$ cat config.mk
export PLATFORM = sky130hd
export DESIGN_NAME = uart_rx_fifo
export DESIGN_NICKNAME = d
export VERILOG_FILES = /design/src/rtl/uart_rx_fifo.sv
export SDC_FILE = /design/constraint.sdc
export NUM_CORES = 1
export LEC_CHECK = 0
export ABC_AREA = 1
export CAP_MARGIN = 20
export CORE_ASPECT_RATIO = 1.4
export CORE_UTILIZATION = 45
export DETAILED_ROUTE_END_ITERATION = 16
export PLACE_DENSITY = 0.63
export SLEW_MARGIN = 5
export SYNTH_ARGS = -nofsm -noshare
export SYNTH_HDL_FRONTEND = slang
export SYNTH_SLANG_ARGS = --single-unit
export TNS_END_PERCENT = 10
$ cat constraint.sdc
create_clock -name clk -period 4.8 [get_ports clk]
set_clock_uncertainty 0.1 [all_clocks]
set_input_delay 1.44 -clock clk [delete_from_list [all_inputs] [get_ports clk]]
set_output_delay 1.44 -clock clk [all_outputs]
set_load 0.02 [all_outputs]
$ cat src/rtl/uart_rx_fifo.sv
// 8N1 UART receiver with a small byte FIFO read through a ready/pop handshake.
// Define UART_RX_MAJORITY_EN to take each bit sample as a 2-of-3 vote over the last three synchronized values.
module uart_rx_fifo #(
   parameter int CLK_FREQ            = 66_000_000,
   parameter int BAUD_RATE           = 9600,
   parameter int FIFO_DEPTH_BITWIDTH = 2
) (
   input  logic       clk,
   input  logic       rst,
   input  logic       rx,
   input  logic       rd_en,
   input  logic       clr_err,
   output logic [7:0] data,
   output logic       data_ready,
   output logic       busy,
   output logic       framing_error,
   output logic       overrun
);

   localparam int BIT_TIME = CLK_FREQ / BAUD_RATE;
   localparam int HALF     = BIT_TIME / 2;
   localparam int CNT_W    = (BIT_TIME > 2) ? $clog2(BIT_TIME) : 1;
   localparam int AW       = FIFO_DEPTH_BITWIDTH;
   localparam int DEPTH    = 1 << AW;
`ifdef UART_RX_MAJORITY_EN
   localparam int MIN_BT   = 4;
`else
   localparam int MIN_BT   = 2;
`endif

   generate
      if (BIT_TIME < MIN_BT || AW < 1) begin : g_bad_cfg
         $error("uart_rx_fifo: BIT_TIME %0d / FIFO_DEPTH_BITWIDTH %0d out of range", BIT_TIME, AW);
      end
   endgenerate

   typedef enum logic [2:0] {S_IDLE, S_START, S_DATA, S_STOP, S_BREAK} state_t;

   state_t           state, state_nxt;
   logic             rx_meta, rxs, smp;
   logic [CNT_W-1:0] cnt;
   logic [2:0]       bit_cnt;
   logic [7:0]       shreg;
   logic             tick, half_pt, shift_en, push, ferr_set;

   always_ff @(posedge clk or posedge rst) begin
      if (rst) begin
         rx_meta <= 1'b1;
         rxs     <= 1'b1;
      end else begin
         rx_meta <= rx;
         rxs     <= rx_meta;
      end
   end

`ifdef UART_RX_MAJORITY_EN
   // hist[0] is rxs one cycle back, hist[1] two cycles back
   logic [1:0] hist;
   always_ff @(posedge clk or posedge rst) begin
      if (rst) hist <= 2'b11;
      else     hist <= {hist[0], rxs};
   end
   assign smp = (rxs & hist[0]) | (rxs & hist[1]) | (hist[0] & hist[1]);
`else
   assign smp = rxs;
`endif

   // cnt holds j in cycle S0+j during START, then restarts at 0 right after the start sample
   assign tick    = (cnt == CNT_W'(BIT_TIME - 1));
   assign half_pt = (cnt == CNT_W'(HALF));

   always_ff @(posedge clk or posedge rst) begin
      if (rst) state <= S_IDLE;
      else     state <= state_nxt;
   end

   always_comb begin
      state_nxt = state;
      case (state)
         S_IDLE:  if (!rxs) state_nxt = S_START;
         S_START: if (half_pt) state_nxt = smp ? S_IDLE : S_DATA;
         S_DATA:  if (tick && bit_cnt == 3'd7) state_nxt = S_STOP;
         S_STOP:  if (tick) state_nxt = smp ? S_IDLE : S_BREAK;
         S_BREAK: if (rxs) state_nxt = S_IDLE;
         default: state_nxt = S_IDLE;
      endcase
   end

   always_comb begin
      busy     = (state != S_IDLE);
      shift_en = (state == S_DATA) && tick;
      push     = (state == S_STOP) && tick && smp;
      ferr_set = (state == S_STOP) && tick && !smp;
   end

   always_ff @(posedge clk or posedge rst) begin
      if (rst) begin
         cnt     <= '0;
         bit_cnt <= '0;
         shreg   <= '0;
      end else begin
         case (state)
            S_IDLE: begin
               cnt     <= rxs ? '0 : CNT_W'(1);
               bit_cnt <= '0;
            end
            S_START: cnt <= half_pt ? '0 : cnt + 1'b1;
            S_DATA, S_STOP: begin
               cnt <= tick ? '0 : cnt + 1'b1;
               if (shift_en) begin
                  shreg   <= {smp, shreg[7:1]};
                  bit_cnt <= bit_cnt + 1'b1;
               end
            end
            default: cnt <= '0;
         endcase
      end
   end

   logic [AW:0] wr_ptr, rd_ptr;
   logic [7:0]  mem [DEPTH];
   logic        empty, full, pop, wr, ovr_set;

   assign empty   = (wr_ptr == rd_ptr);
   assign full    = (wr_ptr[AW] != rd_ptr[AW]) && (wr_ptr[AW-1:0] == rd_ptr[AW-1:0]);
   assign pop     = rd_en && !empty;
   // a pop frees the slot in the same cycle, so a full FIFO still accepts the push
   assign wr      = push && (!full || pop);
   assign ovr_set = push && full && !pop;

   always_ff @(posedge clk) begin
      if (wr) mem[wr_ptr[AW-1:0]] <= shreg;
   end

   always_ff @(posedge clk or posedge rst) begin
      if (rst) begin
         wr_ptr        <= '0;
         rd_ptr        <= '0;
         framing_error <= 1'b0;
         overrun       <= 1'b0;
      end else begin
         if (wr)  wr_ptr <= wr_ptr + 1'b1;
         if (pop) rd_ptr <= rd_ptr + 1'b1;
         framing_error <= ferr_set | (framing_error & ~clr_err);
         overrun       <= ovr_set  | (overrun & ~clr_err);
      end
   end

   assign data_ready = !empty;
   assign data       = empty ? 8'h00 : mem[rd_ptr[AW-1:0]];

endmodule

* After elaboration in Yosys (flattened, before gate mapping)
Memory sizes are Yosys's and may differ from the RTL's.
Index checks and enable logic that the tools add are counted.
W data, S select, Z words.
** Word-level totals
- Memories kept :: 1
- Input bits :: 5
- Word-level logic and storage cells :: 75
- Register bits :: 37
- Output and inout port bits :: 12
- Memory bits (writable) :: 32
** Operators by class
- Equality and inequality tests :: 16
- Bitwise gates (word level) :: 5
- Multiplexer cells :: 17
- Reductions and logical operators :: 22
- Add/sub/neg operators :: 4
** Memory list
- mem :: words 4, bits a word 8, rd ports 1, clocked after memory_dff 0, write ports 1, line 121 : logic [7:0] mem [DEPTH];
** Operators by type and width (number)
- $pmux W13 S3 :: 1
- $mux W13 :: 2
- $mux W3 :: 7
- $pmux W3 S5 :: 1
- $add A13 B1 Y13 const B :: 1
- $eq A13 B12 Y1 const B :: 1
- $eq A13 B13 Y1 const B :: 1
- $ne A2 B2 Y1 const B :: 6
- $logic_and A1 B1 Y1 :: 10
- $add A3 B1 Y3 const B :: 3
- $mux W8 :: 1
- $eq A3 B2 Y1 const B :: 2
- $eq A3 B3 Y1 const B :: 2
- $pmux W3 S2 :: 1
- $reduce_and A5 Y1 :: 1
- $logic_not A1 Y1 :: 4
- $reduce_and A2 Y1 :: 2
- $eq A3 B1 Y1 const B :: 1
- $eq A3 B3 Y1 :: 1
- $logic_not A3 Y1 :: 1
- $mux W1 :: 3
- $reduce_bool A3 Y1 :: 1
- $and A1 B1 Y1 :: 2
- $eq A2 B2 Y1 :: 1
- 7 further kinds :: 8

* Logic depth before layout (Yosys ltp)
- Depth in word-level cells :: 7
- Depth in mapped cells :: 11
- Depth with buffers taken out :: 11

* Least setup slack after synthesis
No wires, ideal clock.
- Path type :: reg2out
- From :: register rd_ptr[0]
- To :: output data[6]
- Arrival time :: 1281 ps
- Cell stages (with the launch flop) :: 8
- Buffers on the path :: 2
- Slack :: 1979 ps
- Required time :: 3260 ps
- Cell sequence :: dfrtp_1 -> buf_2 -> inv_2 -> buf_2 -> nor2_1 -> o32ai_1 -> nand2_1 -> inv_1
** On the way
- Longest elaborated chain between the ends :: 2
- Elaborated cells between the ends (all ways) :: 3
- Those cells by class :: eq/ne (1); mux (1); memory (1)
** Ends and longest elaborated chain
- start: declaration :: line 120 : logic [AW:0] wr_ptr, rd_ptr;
- start signal: assignment :: line 143 : if (pop) rd_ptr <= rd_ptr + 1'b1;
- $mem_v2 Z4 W8 / $eq A3 B3 Y1 (equally long branches)
- $mux W8 * :: line 150 : assign data = empty ? 8'h00 : mem[rd_ptr[AW-1:0]];
- end: declaration :: line 13 : output logic [7:0] data,
Mark *: on every way between the ends. The rest lies on a longest branch, timed or not.

* Worst setup path in the final report
Ends and elaborated chain as after synthesis.

==> flow_metrics.tcl <==
set metrics [dict create \
    synth_seq_area_share_pct 56.3 \
    max-cap-violations 0 \
    place.port_buffers 16 \
    place_worst_setup_slack_ps 988 \
    relative_slew_margins_pct 48.4 \
    floorplan.initialDensity_pct 47.5 \
    synth_seq_cells 69 \
    cts.clk_slew.worst_paths_ps 80 \
    min_period_ps 4120 \
    rows 36 \
    cts_tree "done" \
    syn2layout_area_growth_pct 14.4 \
    dr_vias_cell 4.94 \
    postSynthCellCount 349 \
    final_common_cell "sky130_fd_sc_hd__nand2_1" \
    status "finished, final reports clean" \
    setup_viol 0 \
    grt_max_degree 21 \
    timing_limited_maximum_frequency_mhz 242 \
    tns_ps 0 \
    critical_path_cell_list "inv_2, nand2_1, a21oi_2, nand2_1, nand2_1, inv_1, clkdlybuf4s50_1" \
    synth-edff-count 32 \
    htree_levels 3 \
    yosys.cell_types.count 33 \
    avgRoutedWirePerCell_um 13.1 \
    post_cts_hold_buffer_count 0 \
    whs_path_depth 0 \
    cp_max_fo 19 \
    gates_resized_cts_repair 0 \
    timing.hold.worst.class "flip-flop to flip-flop" \
    r2r_slack_ps 2130 \
    nets 385 \
    startpoint_type "flip-flop" \
    setup_ws_ps 675 \
    placed_cells_incl_taps 454 \
    syn_area_per_cell_um2 9.62 \
    yosys_most_used_dff "sky130_fd_sc_hd__dfrtp_1" \
    layout.cells.most_common_list "76 x sky130_fd_sc_hd__nand2_1, 44 x sky130_fd_sc_hd__nor2_1, 35 x sky130_fd_sc_hd__inv_1, 35 x sky130_fd_sc_hd__dfrtp_1, 32 x sky130_fd_sc_hd__edfxtp_1" \
    critical_path_class "flip-flop to output port" \
    worst_skew_pair.late_latency_ps 340 \
    async_reset_ff_share_pct 53.6 \
    cts.root.buffer_cell "sky130_fd_sc_hd__clkbuf_8" \
    gr-usage-all-layers_pct 17.9 \
    worst_path_max_delay_cell "sky130_fd_sc_hd__dfrtp_1" \
    syn-num-nets 364 \
    final_hold_viol_count 0 \
    worst_endpoint_required_time_ps 3260 \
    layout_cells_sized_above_1_pct 13.6 \
    design.portCount 17 \
    antenna_cells 0 \
    post-dp-hpwl_um 4400 \
    routed-via-count 2323 \
    cpMostUsedCell "sky130_fd_sc_hd__nand2_1" \
    timing.critical_path.to_type "output port" \
    slew_violations 0 \
    ys_warn_count 0 \
    drc 0 \
    core_area_um2 7070 \
    cp.depth 7 \
    cts_post_setup_buffers_inserted 0 \
    die_area_um2 7810 \
    dieHeight_um 104 \
    detailedRoute.firstIterationViolations 86 \
    routed_wl_um 6140 \
    grt_pass1_vias 2271 \
    globalRoute.totalOverflow 0 \
    cts-buffers-inserted 9 \
    drt_pre_antenna_iters 4 \
    critPathMaxStageDelay_ps 710 \
    mapped_area_um2 3360 \
    die_x_extent_um 75.0 \
    critPathBufInv 3 \
    p_per_area_nw_per_um2 418 \
    layout_worst_path_cycle_share_pct 85.9 \
    timing_worst_slew_pin_value_ps 771 \
    clkSinkCount 69 \
    gp_congestion 0.840 \
    final_cell_count_no_fill 470 \
    ir_worst_vdd_v 0.000247 \
    grt_pass1_wl_um 10500 \
    grt_setup_unrepaired "no" \
    critPathTopFamily "buffers and inverters" \
    grt_antenna_before_repair 0 \
    timing.critical_path.arrival_ps 2580 \
    clockBufferDepth 2 \
    final_antenna_net_count 0 \
    total_leakage_power_nw 1.82 \
    cell_depth_of_the_worst_flop_to_flop_path 7 \
]
==> layer usage <==
layer	GRT usage (%)	share of wire [%]	up-vias
li1	-	-	1171
met1	20.9	42	1111
met2	30.8	54	37
met3	3.88	2.7	4
met4	7.41	0.98	0
met5	0	0	-
==> where the power goes <==
group          internal (mW)  total, mW  switching, mW
clock network          0.302      0.539          0.238
registers              0.627      0.676         0.0493
logic                  0.173      0.388          0.215
total                   1.10       1.60          0.502
==> cell families after synthesis <==
family / count (synthesis) / share of synthesized area (%)
AO/OA/AOI/OAI: 41 / 7.31
XOR/XNOR: 14 / 3.65
adder cells (fa/ha/maj): 10 / 3.73
buffers and inverters: 53 / 6.23
flip-flops: 69 / 56.3
AND/OR/NAND/NOR: 162 / 22.8
==> cells in the mapped netlist, types with 2 or more instances <==
cell                       number  area (µm²)
sky130_fd_sc_hd__a21oi_1       12        60.1
sky130_fd_sc_hd__buf_2          7        35.0
sky130_fd_sc_hd__dfrtp_1       35         876
sky130_fd_sc_hd__dfstp_2        2        52.6
sky130_fd_sc_hd__edfxtp_1      32         961
sky130_fd_sc_hd__ha_1          10         125
sky130_fd_sc_hd__inv_1         35         131
sky130_fd_sc_hd__inv_2          9        33.8
sky130_fd_sc_hd__nand2_1       76         285
sky130_fd_sc_hd__nand2_2        5        31.3
sky130_fd_sc_hd__nand2_4        3        33.8
sky130_fd_sc_hd__nand3_1       16        80.1
sky130_fd_sc_hd__nor2_1        44         165
sky130_fd_sc_hd__nor2_2         2        12.5
sky130_fd_sc_hd__nor2_4         6        67.6
sky130_fd_sc_hd__nor3_1         4        20.0
sky130_fd_sc_hd__o21ai_0       13        65.1
sky130_fd_sc_hd__o21ai_1        4        20.0
sky130_fd_sc_hd__o32ai_1        8        70.1
sky130_fd_sc_hd__xnor2_1        3        26.3
sky130_fd_sc_hd__xor2_1        11        96.3
==> worst paths after layout <==
path,to,start
worst max-delay path,data[6],rd_ptr[0]
worst min-delay path,rxs,rx_meta
worst max register to register,mem[2][2],rd_ptr[0]
worst min register to register,rxs,rx_meta
max in group asynchronous,rd_ptr[0],rst
min in group asynchronous,bit_cnt[0],rst
==> registers in the layout (all words and copies together), names as in the netlist, 3 cells and up <==
name	cells
bit_cnt	3
cnt	13
mem	32
rd_ptr	3
shreg	8
state	3
wr_ptr	3
==> layout make-up <==
type | count | area [µm²]
fill | 665 | 3230
inverter | 45 | 170
tap | 95 | 119
clock inverter | 7 | 105
sequential | 69 | 1890
timing repair buffer | 18 | 175
clock buffer | 9 | 124
multi-input combinational | 227 | 1260
==> worst reg2reg max path, cell delays in order, from the launching register on <==
cell	delay [ps]
sky130_fd_sc_hd__dfrtp_1	710
sky130_fd_sc_hd__inv_2	280
sky130_fd_sc_hd__nand2_1	140
sky130_fd_sc_hd__a21oi_2	60
sky130_fd_sc_hd__nand2_1	60
sky130_fd_sc_hd__buf_4	150
sky130_fd_sc_hd__nand3_2	160
sky130_fd_sc_hd__nor2_1	630
==> through the flow <==
step | util, % | hold WS [ps] | cell area [µm²] | total power, mW
after floorplan | - | 245 | 3360 | 0.947
after global placement | 51.1 | 248 | 3610 | 1.07
after detailed placement | 51.1 | 247 | 3610 | 1.08
after CTS | 54.3 | 262 | 3840 | 1.62
after global routing | 54.3 | 267 | 3840 | 1.69
final | 54.3 | 260 | 3840 | 1.60
(Power assumes the default switching activity.)
==> patch: new RTL, same flow settings <==
Change the parameter `BAUD_RATE` from 9600 to 4800.
--- a/src/rtl/uart_rx_fifo.sv
+++ b/src/rtl/uart_rx_fifo.sv
@@ -2,7 +2,7 @@
 // Define UART_RX_MAJORITY_EN to take each bit sample as a 2-of-3 vote over the last three synchronized values.
 module uart_rx_fifo #(
    parameter int CLK_FREQ            = 66_000_000,
-   parameter int BAUD_RATE           = 9600,
+   parameter int BAUD_RATE           = 4800,
    parameter int FIFO_DEPTH_BITWIDTH = 2
 ) (
    input  logic       clk,
Behaviour: no difference found for any inputs over 10 cycles, from zero or initial values and one cycle with rst high; that may be too few to reach the edited logic, so the function may still have changed.
==> patch against the unedited design <==
Cell area fell by 0.75%; worst setup slack got worse by 0.084 ns; global-route usage increased by 0.40 points; routed wire length increased by 2.2%; worst hold slack got worse by 0.0013 ns; power shrank 2.8%; utilization is 2.2 points lower; area after synthesis is 0.37% higher; maximum frequency is 2.0% lower; count of clock-buffer cells in the layout did not move; sequential cell count up 1; largest cell class unchanged.
==> patch: results (changes against the unedited design) <==
{| class="wikitable"
! Metric !! Value
|-
| Wire length of the first global-routing pass || 10600 um (was 10500 um)
|-
| Clock-pin slew of the registers on the worst-case setup and hold paths || 0.08 ns (about the same)
|-
| Synth Area in Adders || 3.34% (was 3.73%)
|-
| Nets || 392 (was 385)
|-
| First-pass iteration count of the detailed router || 5 (was 4)
|-
| Largest cells by area after synthesis || sky130_fd_sc_hd__edfxtp_1 29%, sky130_fd_sc_hd__dfrtp_1 27%, sky130_fd_sc_hd__nand2_1 8.5% (was sky130_fd_sc_hd__edfxtp_1 29%, sky130_fd_sc_hd__dfrtp_1 26%, sky130_fd_sc_hd__nand2_1 8.5%)
|-
| # resized after CTS || 0 (unchanged)
|-
| Class of the most critical hold timing path || reg2reg (unchanged)
|-
| Post-detailed-routing wire length || 6280 um (was 6140 um)
|-
| Leakage power total || 1.78 nW (was 1.82 nW)
|-
| Layout cells sized above 1 || 9.40% (was 13.6%)
|-
| Largest register FFs || 32 (unchanged)
|-
| Number of flops mapped to enable cells by yosys || 32 (unchanged)
|-
| Via count of the first global-routing pass || 2334 (was 2271)
|-
| Crit path arrival time || 2.67 ns (was 2.58 ns)
|-
| Area share of xor/xnor cells in the synthesized design || 3.38% (was 3.65%)
|-
| Clock tree from TritonCTS || built (unchanged)
|-
| Post-CTS setup buffer count || 0 (unchanged)
|-
| Largest vdd supply drop || 0.212 mV (was 0.247 mV)
|-
| Final weighted congestion in routability-driven placement || 0.872 (was 0.840)
|-
| Post-synth ARST share || 54.3% (was 53.6%)
|-
| Slew at the pin closest to its max-slew limit || 0.858 ns (was 0.771 ns)
|-
| Largest net degree at the start of global routing || 23 (was 21)
|-
| Placed Instances || 464 (was 454)
|-
| Top post-synthesis cells by count || 76 x sky130_fd_sc_hd__nand2_1, 54 x sky130_fd_sc_hd__nor2_1, 42 x sky130_fd_sc_hd__inv_1 (was 76 x sky130_fd_sc_hd__nand2_1, 44 x sky130_fd_sc_hd__nor2_1, 35 x sky130_fd_sc_hd__dfrtp_1, 35 x sky130_fd_sc_hd__inv_1, 32 x sky130_fd_sc_hd__edfxtp_1)
|-
| Outcome || finished, final reports clean (unchanged)
|-
| Count of different cell masters after synthesis || 31 (was 33)
|-
| Post-Synthesis Net Count || 373 (was 364)
|-
| Ratio of routed vias to standard cells || 5.06 (was 4.94)
|-
| Share of the yosys chip area belonging to registers || 56.8% (was 56.3%)
|-
| Fraction of synthesized area in multiplexers || 0% (unchanged)
|-
| Syn_area_per_cell || 9.38 um2 (was 9.62 um2)
|-
| DR iter-0 viols || 91 (was 86)
|-
| Complex-gate fraction of the synthesized area || 6.50% (was 7.31%)
|-
| Final HPWL DP || 4520 um (was 4400 um)
|-
| Filler cell count || 715 (was 665)
|-
| Number of antenna diodes || 0 (unchanged)
|-
| DR vias || 2431 (was 2323)
|-
| Total track usage || 18.3% (was 17.9%)
|}
==> patch: metrics by stage <==
stage / hold slack, ns / area [um2] / total power (W) / setup slack (ns) / util (%)
after floorplan: 0.245 / 3370 / 0.000948 / 1.89 / -
after global placement: 0.246 / 3610 / 0.00108 / 0.974 / 49.3
after detailed placement: 0.247 / 3610 / 0.00109 / 0.942 / 49.3
after CTS: 0.260 / 3810 / 0.00158 / 0.541 / 52.1
after global routing: 0.263 / 3810 / 0.00165 / 0.303 / 52.1
final: 0.258 / 3810 / 0.00156 / 0.591 / 52.1
==> patch: worst max-delay path, cell delays in order (launching register included) <==
cell	delay [ns]
sky130_fd_sc_hd__dfrtp_1	0.33
sky130_fd_sc_hd__buf_4	0.21
sky130_fd_sc_hd__clkinv_1	0.42
sky130_fd_sc_hd__nand2_1	0.19
sky130_fd_sc_hd__a21oi_1	0.09
sky130_fd_sc_hd__nand2_1	0.31
sky130_fd_sc_hd__nand2_1	0.10
sky130_fd_sc_hd__inv_1	0.07
sky130_fd_sc_hd__clkdlybuf4s50_1	0.59
==> patch: final timing paths <==
kind	startpoint	to	slack, ns	cells after the start
min reg2reg	rx_meta$_DFF_PP1_	rxs$_DFF_PP1_	0.26	0
min	rx_meta$_DFF_PP1_	rxs$_DFF_PP1_	0.26	0
max	rd_ptr[0]$_DFFE_PP0P_	data[6]	0.59	8
min in group asynchronous	rst	wr_ptr[1]$_DFFE_PP0P_	1.46	2
max in group asynchronous	rst	shreg[0]$_DFFE_PP0P_	2.40	3
max reg2reg	rd_ptr[0]$_DFFE_PP0P_	mem[2][3]$_DFFE_PP_	2.09	7
==> patch: area by class of cell <==
class / instances / area [um2] / area share, %
tap: 97 / 121 / 3.18
multi-input combinational: 234 / 1230 / 32.2
inverter: 45 / 169 / 4.43
clock buffer: 9 / 124 / 3.25
sequential: 70 / 1910 / 50.2
timing repair buffer: 18 / 175 / 4.60
clock inverter: 7 / 81.3 / 2.13
==> patch: kinds of logic (layout without fill, tap and decap cells) <==
kind of cell / count (synthesis) / count (layout)
buffers and inverters: 55 / 79
DFF: 70 / 70
AOI/OAI and AO/OA: 35 / 35
and+or+nand+nor: 177 / 177
xor gates and xnor gates: 13 / 13
adders and majority gates: 9 / 9
==> patch: metal layers <==
metal	GRT usage, %	part of all wire, %	up-vias
met5	0	0	-
met4	10.8	2.7	0
li1	-	-	1216
met2	31.3	54	31
met3	3.29	2.0	12
met1	20.5	41	1172
==> patch: where the power goes <==
group	internal [W]	switching [W]
Combinational	0.000174	0.000230
Clock	0.000248	0.000243
Sequential	0.000637	0.0000280
